<file path="src/rtl/gravis_rx.sv">
// Gravis GrIP pad receiver: two independent clock/data channels decoded into 14-bit button vectors (optional clock filter: GRAVIS_RX_DEGLITCH_EN).
// Latency: pad falling edge of bit 23 to dig/frame_stb is SYNC_STAGES+2 clk (+4 with the filter).
// Backpressure: none; the pad free-runs and every committed frame is presented for one cycle.
module gravis_rx #(
    parameter int TIMEOUT_CYC = 90500,
    parameter int SYNC_STAGES = 2
) (
    input  logic        clk,
    input  logic        rst_n,
    input  logic [1:0]  grav_clk,
    input  logic [1:0]  grav_dat,
    output logic [13:0] dig_1,
    output logic [13:0] dig_2,
    output logic [1:0]  frame_stb,
    output logic [1:0]  frame_err,
    output logic [1:0]  link_ok
);

    localparam int CW = $clog2(TIMEOUT_CYC + 1);

    typedef enum logic {HUNT, DATA} state_t;

    logic [1:0][13:0] dig_w;

    assign dig_1 = dig_w[0];
    assign dig_2 = dig_w[1];

    for (genvar g = 0; g < 2; g++) begin : g_ch
        logic [SYNC_STAGES-1:0] clk_sync_q, clk_sync_d;
        logic [SYNC_STAGES-1:0] dat_sync_q, dat_sync_d;
        logic                   clk_s, dat_s, clk_f;
        logic                   prev_q, sample;

        state_t         state_q, state_d;
        logic           seen_zero_q, seen_zero_d;
        logic [2:0]     ones_q, ones_d;
        logic [4:0]     idx_q, idx_d;
        logic [13:0]    shadow_q, shadow_d;
        logic [CW-1:0]  idle_q, idle_d;
        logic           commit_q, commit_d;
        logic [13:0]    dig_q, dig_d;
        logic           stb_q, stb_d;
        logic           err_q, err_d;
        logic           link_q, link_d;

        assign clk_sync_d = {clk_sync_q[SYNC_STAGES-2:0], grav_clk[g]};
        assign dat_sync_d = {dat_sync_q[SYNC_STAGES-2:0], grav_dat[g]};
        assign clk_s      = clk_sync_q[SYNC_STAGES-1];
        assign dat_s      = dat_sync_q[SYNC_STAGES-1];

        always_ff @(posedge clk or negedge rst_n) begin
            if (!rst_n) begin
                clk_sync_q <= '0;
                dat_sync_q <= '0;
            end else begin
                clk_sync_q <= clk_sync_d;
                dat_sync_q <= dat_sync_d;
            end
        end

`ifdef GRAVIS_RX_DEGLITCH_EN
        // Filtered level follows the synced clock only after 4 consecutive differing cycles.
        logic       filt_q, filt_d;
        logic [1:0] gcnt_q, gcnt_d;

        always_comb begin
            filt_d = filt_q;
            gcnt_d = 2'd0;
            if (clk_s != filt_q) begin
                if (gcnt_q == 2'd3) begin
                    filt_d = clk_s;
                end else begin
                    gcnt_d = gcnt_q + 2'd1;
                end
            end
        end

        always_ff @(posedge clk or negedge rst_n) begin
            if (!rst_n) begin
                filt_q <= 1'b0;
                gcnt_q <= 2'd0;
            end else begin
                filt_q <= filt_d;
                gcnt_q <= gcnt_d;
            end
        end

        assign clk_f = filt_q;
`else
        assign clk_f = clk_s;
`endif

        assign sample = prev_q & ~clk_f;

        always_comb begin
            state_d     = state_q;
            seen_zero_d = seen_zero_q;
            ones_d      = ones_q;
            idx_d       = idx_q;
            shadow_d    = shadow_q;
            idle_d      = idle_q;
            commit_d    = 1'b0;
            dig_d       = dig_q;
            stb_d       = 1'b0;
            err_d       = 1'b0;
            link_d      = link_q;

            if (sample) begin
                idle_d = '0;
            end else if (idle_q != CW'(TIMEOUT_CYC)) begin
                idle_d = idle_q + CW'(1);
            end

            // Shadow already holds bit 23 here, so dig never sees a partial frame.
            if (commit_q) begin
                dig_d  = shadow_q;
                stb_d  = 1'b1;
                link_d = 1'b1;
            end

            if (sample) begin
                if (state_q == HUNT) begin
                    if (!dat_s) begin
                        seen_zero_d = 1'b1;
                        ones_d      = 3'd0;
                    end else if (seen_zero_q) begin
                        ones_d = ones_q + 3'd1;
                        if (ones_q == 3'd4) begin
                            state_d = DATA;
                            idx_d   = 5'd6;
                        end
                    end
                end else begin
                    idx_d = idx_q + 5'd1;
                    case (idx_q)
                        5'd6, 5'd11, 5'd16, 5'd21: begin
                            if (dat_s) begin
                                err_d       = 1'b1;
                                state_d     = HUNT;
                                seen_zero_d = 1'b0;
                                ones_d      = 3'd0;
                            end
                        end
                        5'd7:  shadow_d[9]  = dat_s;
                        5'd8:  shadow_d[8]  = dat_s;
                        5'd9:  shadow_d[12] = dat_s;
                        5'd10: shadow_d[7]  = dat_s;
                        5'd12: shadow_d[13] = dat_s;
                        5'd13: shadow_d[5]  = dat_s;
                        5'd14: shadow_d[4]  = dat_s;
                        5'd15: shadow_d[6]  = dat_s;
                        5'd17: shadow_d[11] = dat_s;
                        5'd18: shadow_d[10] = dat_s;
                        5'd19: shadow_d[3]  = dat_s;
                        5'd20: shadow_d[2]  = dat_s;
                        5'd22: shadow_d[0]  = dat_s;
                        5'd23: begin
                            shadow_d[1] = dat_s;
                            commit_d    = 1'b1;
                            state_d     = HUNT;
                            seen_zero_d = 1'b0;
                            ones_d      = 3'd0;
                        end
                        default: ;
                    endcase
                end
            end else if (idle_q == CW'(TIMEOUT_CYC - 1)) begin
                link_d      = 1'b0;
                dig_d       = '0;
                state_d     = HUNT;
                seen_zero_d = 1'b0;
                ones_d      = 3'd0;
            end
        end

        always_ff @(posedge clk or negedge rst_n) begin
            if (!rst_n) begin
                prev_q      <= 1'b0;
                state_q     <= HUNT;
                seen_zero_q <= 1'b0;
                ones_q      <= 3'd0;
                idx_q       <= 5'd0;
                shadow_q    <= '0;
                idle_q      <= '0;
                commit_q    <= 1'b0;
                dig_q       <= '0;
                stb_q       <= 1'b0;
                err_q       <= 1'b0;
                link_q      <= 1'b0;
            end else begin
                prev_q      <= clk_f;
                state_q     <= state_d;
                seen_zero_q <= seen_zero_d;
                ones_q      <= ones_d;
                idx_q       <= idx_d;
                shadow_q    <= shadow_d;
                idle_q      <= idle_d;
                commit_q    <= commit_d;
                dig_q       <= dig_d;
                stb_q       <= stb_d;
                err_q       <= err_d;
                link_q      <= link_d;
            end
        end

        assign dig_w[g]     = dig_q;
        assign frame_stb[g] = stb_q;
        assign frame_err[g] = err_q;
        assign link_ok[g]   = link_q;
    end

endmodule

</file>
<file path="config.mk">
export PLATFORM = sky130hd
export DESIGN_NAME = gravis_rx
export DESIGN_NICKNAME = d
export VERILOG_FILES = /design/src/rtl/gravis_rx.sv
export SDC_FILE = /design/constraint.sdc
export NUM_CORES = 1
export LEC_CHECK = 0
export ABC_AREA = 0
export CORE_ASPECT_RATIO = 0.75
export CORE_MARGIN = 8
export CORE_UTILIZATION = 59
export DETAILED_ROUTE_END_ITERATION = 10
export PLACE_DENSITY = 0.83
export SYNTH_ARGS = -nofsm -noshare
export SYNTH_HDL_FRONTEND = slang
export SYNTH_SLANG_ARGS = --single-unit
export TNS_END_PERCENT = 10
</file>
<file path="constraint.sdc">
create_clock -name clk -period 2.7 [get_ports clk]
set_clock_uncertainty 0.15 [all_clocks]
set_input_delay 0.54 -clock clk [delete_from_list [all_inputs] [get_ports clk]]
set_output_delay 0.54 -clock clk [all_outputs]
set_load 0.02 [all_outputs]
</file>
==> run summary <==
==========================================================================================
Cell type with the largest total area after synthesis                              dfrtp_1
Int Pwr                                                                         0.003683 W
Worst Path Arrival                                                                 2.38 ns
Met1 Wirelength                                                                    5504 um
Met2 wirelength from detailed routing                                              5873 um
Share of cells above drive strength 1                                               11.99%
Detailed Route WL                                                                 12220 um
Startpoint type of the worst setup path                                               flop
Most common cell after layout, fill and taps aside                                 dfrtp_1
Cells resized by post-CTS repair                                                         0
Drt via density                                                                      5.850
Cell count of the worst reg-to-reg path                                                  6
Setup repair after global routing missed its margin                                     no
Half-perimeter wire length of the detailed placement result                        8234 um
Number of antenna violations at the first check in global routing                        0
Hold Path Depth                                                                          0
Total of max-cap violations                                                              0
Core region area                                                               10130 sq um
Overall track demand over capacity in global routing                                18.23%
Sw Share                                                                            26.17%
Effective utilization at floorplan                                                  59.81%
Violation count after the first detailed-routing iteration                             289
Buffer levels on the longest clock path                                                  2
Count of buffer and inverter cells on the critical path                                  1
Relative slew slack                                                                 45.47%
Result of the run                                                                completed
Worst-case vdd ir drop                                                         0.0005642 V
Worst Max-Slew Pin Slew                                                          0.8179 ns
Post-synthesis instance total                                                          570
Share of the synthesized area in the top cell type                                  52.87%
Number of global-route vias before repair                                             4308
TritonCTS clock tree                                                                  done
Period utilization                                                                  81.47%
Final cell area excluding filler cells                                          7154 sq um
Critical-path cell list                                                       inv_1, ha_1, nor2b_2, o2111a_2, or4_4, a31oi_1
Power per standard cell area                                                  697.4 nW/um^2
Final-report setup violation count                                                       0
Antenna cells                                                                            0
Setup_tns                                                                             0 ns
Dpl cells                                                                              720
Sequential cell fraction of total power                                              43.8%
Uppermost signal routing layer after detailed routing                                 met4
Number of remaining DRC errors                                                           0
Clk sinks                                                                              128
Leading cell types in the layout, fill and taps excluded                      dfrtp_1 (128), nor2_1 (72), nand2_1 (43)
Post-Route Hold Slack                                                            0.1933 ns
FFs w/ async S/R, synth                                                             100.0%
Psw                                                                             0.001306 W
Die ar.                                                                        13800 sq um
Element type at the critical path end                                                 flop
Layout area overhead                                                                18.09%
Worst min-delay path category                                                 flop to flop
Final Hold Fails                                                                         0
Endpoint required time on the critical path                                        2.88 ns
Netlist cell types                                                                      50
Post-Syn Area per Cell                                                         10.63 sq um
Clock buffers created by TritonCTS                                                      17
Port Buffers                                                                            39
Largest cells by area after synthesis                                         dfrtp_1 (53%), mux2i_1 (5.3%), mux2_2 (5.2%)
Part of the total power dissipated in the clock network                              46.9%
Clock edge transition at the registers on the reported setup and hold paths        0.06 ns
Overall power                                                                   0.004989 W
Total leakage power                                                               3.130 nW
Vias                                                                                  4405
Chip Height                                                                       103.8 um
Prevailing post-synth register cell                                                dfrtp_1
Number of rows in the core area                                                         32
Count of state elements after synthesis                                                128
Post-layout nets                                                                       628
Number of iterations in the first detailed-routing pass                                  5
Net count after synthesis                                                              594
Fin cells                                                                              753
Cell family with most CP delay                                                simple AND/OR/NAND/NOR gates
Gate power share                                                                      9.3%
Warnings, synthesis                                                                      0
Min Tclk post-route                                                               2.200 ns
Final max-slew violation count                                                           0
Met3 WL post-DR                                                                     648 um
Longest individual stage delay on the worst path                                   0.51 ns
Syn Std Cell Area                                                               6058 sq um
Setup CP Type                                                                 flop to flop
I/O pin total                                                                           40
Largest net degree at the start of global routing                                       52
Final weighted congestion of routability-driven global placement                    0.8870
Number of gates on the worst path with buffers counted                                   6
Slowest stage cell, crit path                                                        or4_4
Number of enable-type register cells in the synthesized netlist                          0
Maximum fanout count along the critical path                                             6
R2R Setup Slk                                                                      0.50 ns
FMAX                                                                            0.4546 GHz
Per-cell routed wire length                                                       16.23 um
Wire length of the first global-routing pass                                      20680 um
Floorplan die width                                                               133.0 um
GRT Residual Overflow                                                                    0
Area of placed instances                                                        6535 sq um
Sequential element share of the synthesized area                                    52.87%
Clock root buffer                                                                clkbuf_16
Total number of H-tree levels                                                            4
Insertion delay of the later-clocked pin in the worst-skew pair                    0.41 ns
DRT antenna net count                                                                    0
==========================================================================================
cells by family (layout without fill, tap and decap cells):
kind of cell	Yosys count	in the layout	synth area share, %
AO/OA/AOI/OAI	61	61	6.568
XOR/XNOR	21	21	3.036
multiplexers	60	60	10.49
adder cells (fa/ha/maj)	18	18	3.718
buffers and inverters	54	101	3.924
flip-flops	128	128	52.87
AND/OR/NAND/NOR	228	228	19.39
Yosys cell counts (5+ instances only):
cell	instances
nor4_1	10
nand3_1	14
mux2_2	28
nand2b_1	7
a21oi_1	19
clkbuf_1	15
ha_1	18
mux2i_1	32
a31oi_1	10
inv_1	23
nand2_1	43
and2_1	6
xnor2_1	18
nor3_1	17
buf_2	10
dfrtp_1	128
or3_1	9
nand4_1	13
nor2_1	72
buf_4	6
nand3b_1	6
nor2b_1	5
o21ai_0	11
what timing repair did:
action | in CTS | in global routing
hold endpoints to repair | 37 | 0
buffers inserted | 0 | 0
endpoints found under the setup margin | 0 | 0
hold buffers | 1 | 0
worst register-to-register path, stage by stage (launching register included):
cell	delay (ns)
dfrtp_1	0.43
inv_1	0.10
ha_1	0.23
nor2b_2	0.18
o2111a_2	0.31
or4_4	0.51
a31oi_1	0.20
worst paths after layout:
check / end / from
max: g_ch[0].ones_q[2] / g_ch[0].idx_q[0]
min: g_ch[1].dat_sync_q[1] / g_ch[1].dat_sync_q[0]
max reg2reg: g_ch[0].ones_q[2] / g_ch[0].idx_q[0]
min reg2reg: g_ch[1].dat_sync_q[1] / g_ch[1].dat_sync_q[0]
max in group asynchronous: g_ch[1].idle_q[6] / rst_n
min in group asynchronous: g_ch[0].idle_q[8] / rst_n
power by group through the flow:
stage	registers (W)	logic [W]	clock network, W
finish	0.00218	0.000464	0.00234
global route	0.00220	0.000530	0.00244
CTS	0.00218	0.000464	0.00237
detailed placement	0.00221	0.000458	0
global placement	0.00220	0.000421	0
floorplan	0.00214	0.000359	0
stage by stage:
stage / worst slack, ns / utilization (%)
final: 0.5003 / 70.63
after global routing: 0.3678 / 70.63
after CTS: 0.4934 / 70.63
after detailed placement: 0.5126 / 64.51
after global placement: 0.6326 / 64.51
after floorplan: 0.6873 / -
routing by layer:
layer	global-route usage (%)	vias up
met4	7.195	0
li1	-	2068
met1	23.01	2191
met5	0	-
met3	5.212	22
met2	29.04	124
cell type report:
cell class	instances	area [sq um]
Tap cell	136	170.2
Inverter	23	86.33
Sequential cell	128	3203
Timing Repair Buffer	46	467.9
Clock inverter	14	180.2
Multi-Input combinational cell	388	2618
Clock buffer	18	429.2
Fill cell	702	2975
registers in the layout, summed over array words and instances (netlist names), 4 cells and up:
name / flops
dig_1: 14
dig_2: 14
g_ch.clk_sync_q: 4
g_ch.dat_sync_q: 4
g_ch.idle_q: 34
g_ch.idx_q: 10
g_ch.ones_q: 6
g_ch.shadow_q: 28
Power figures use the tool's default switching activity.
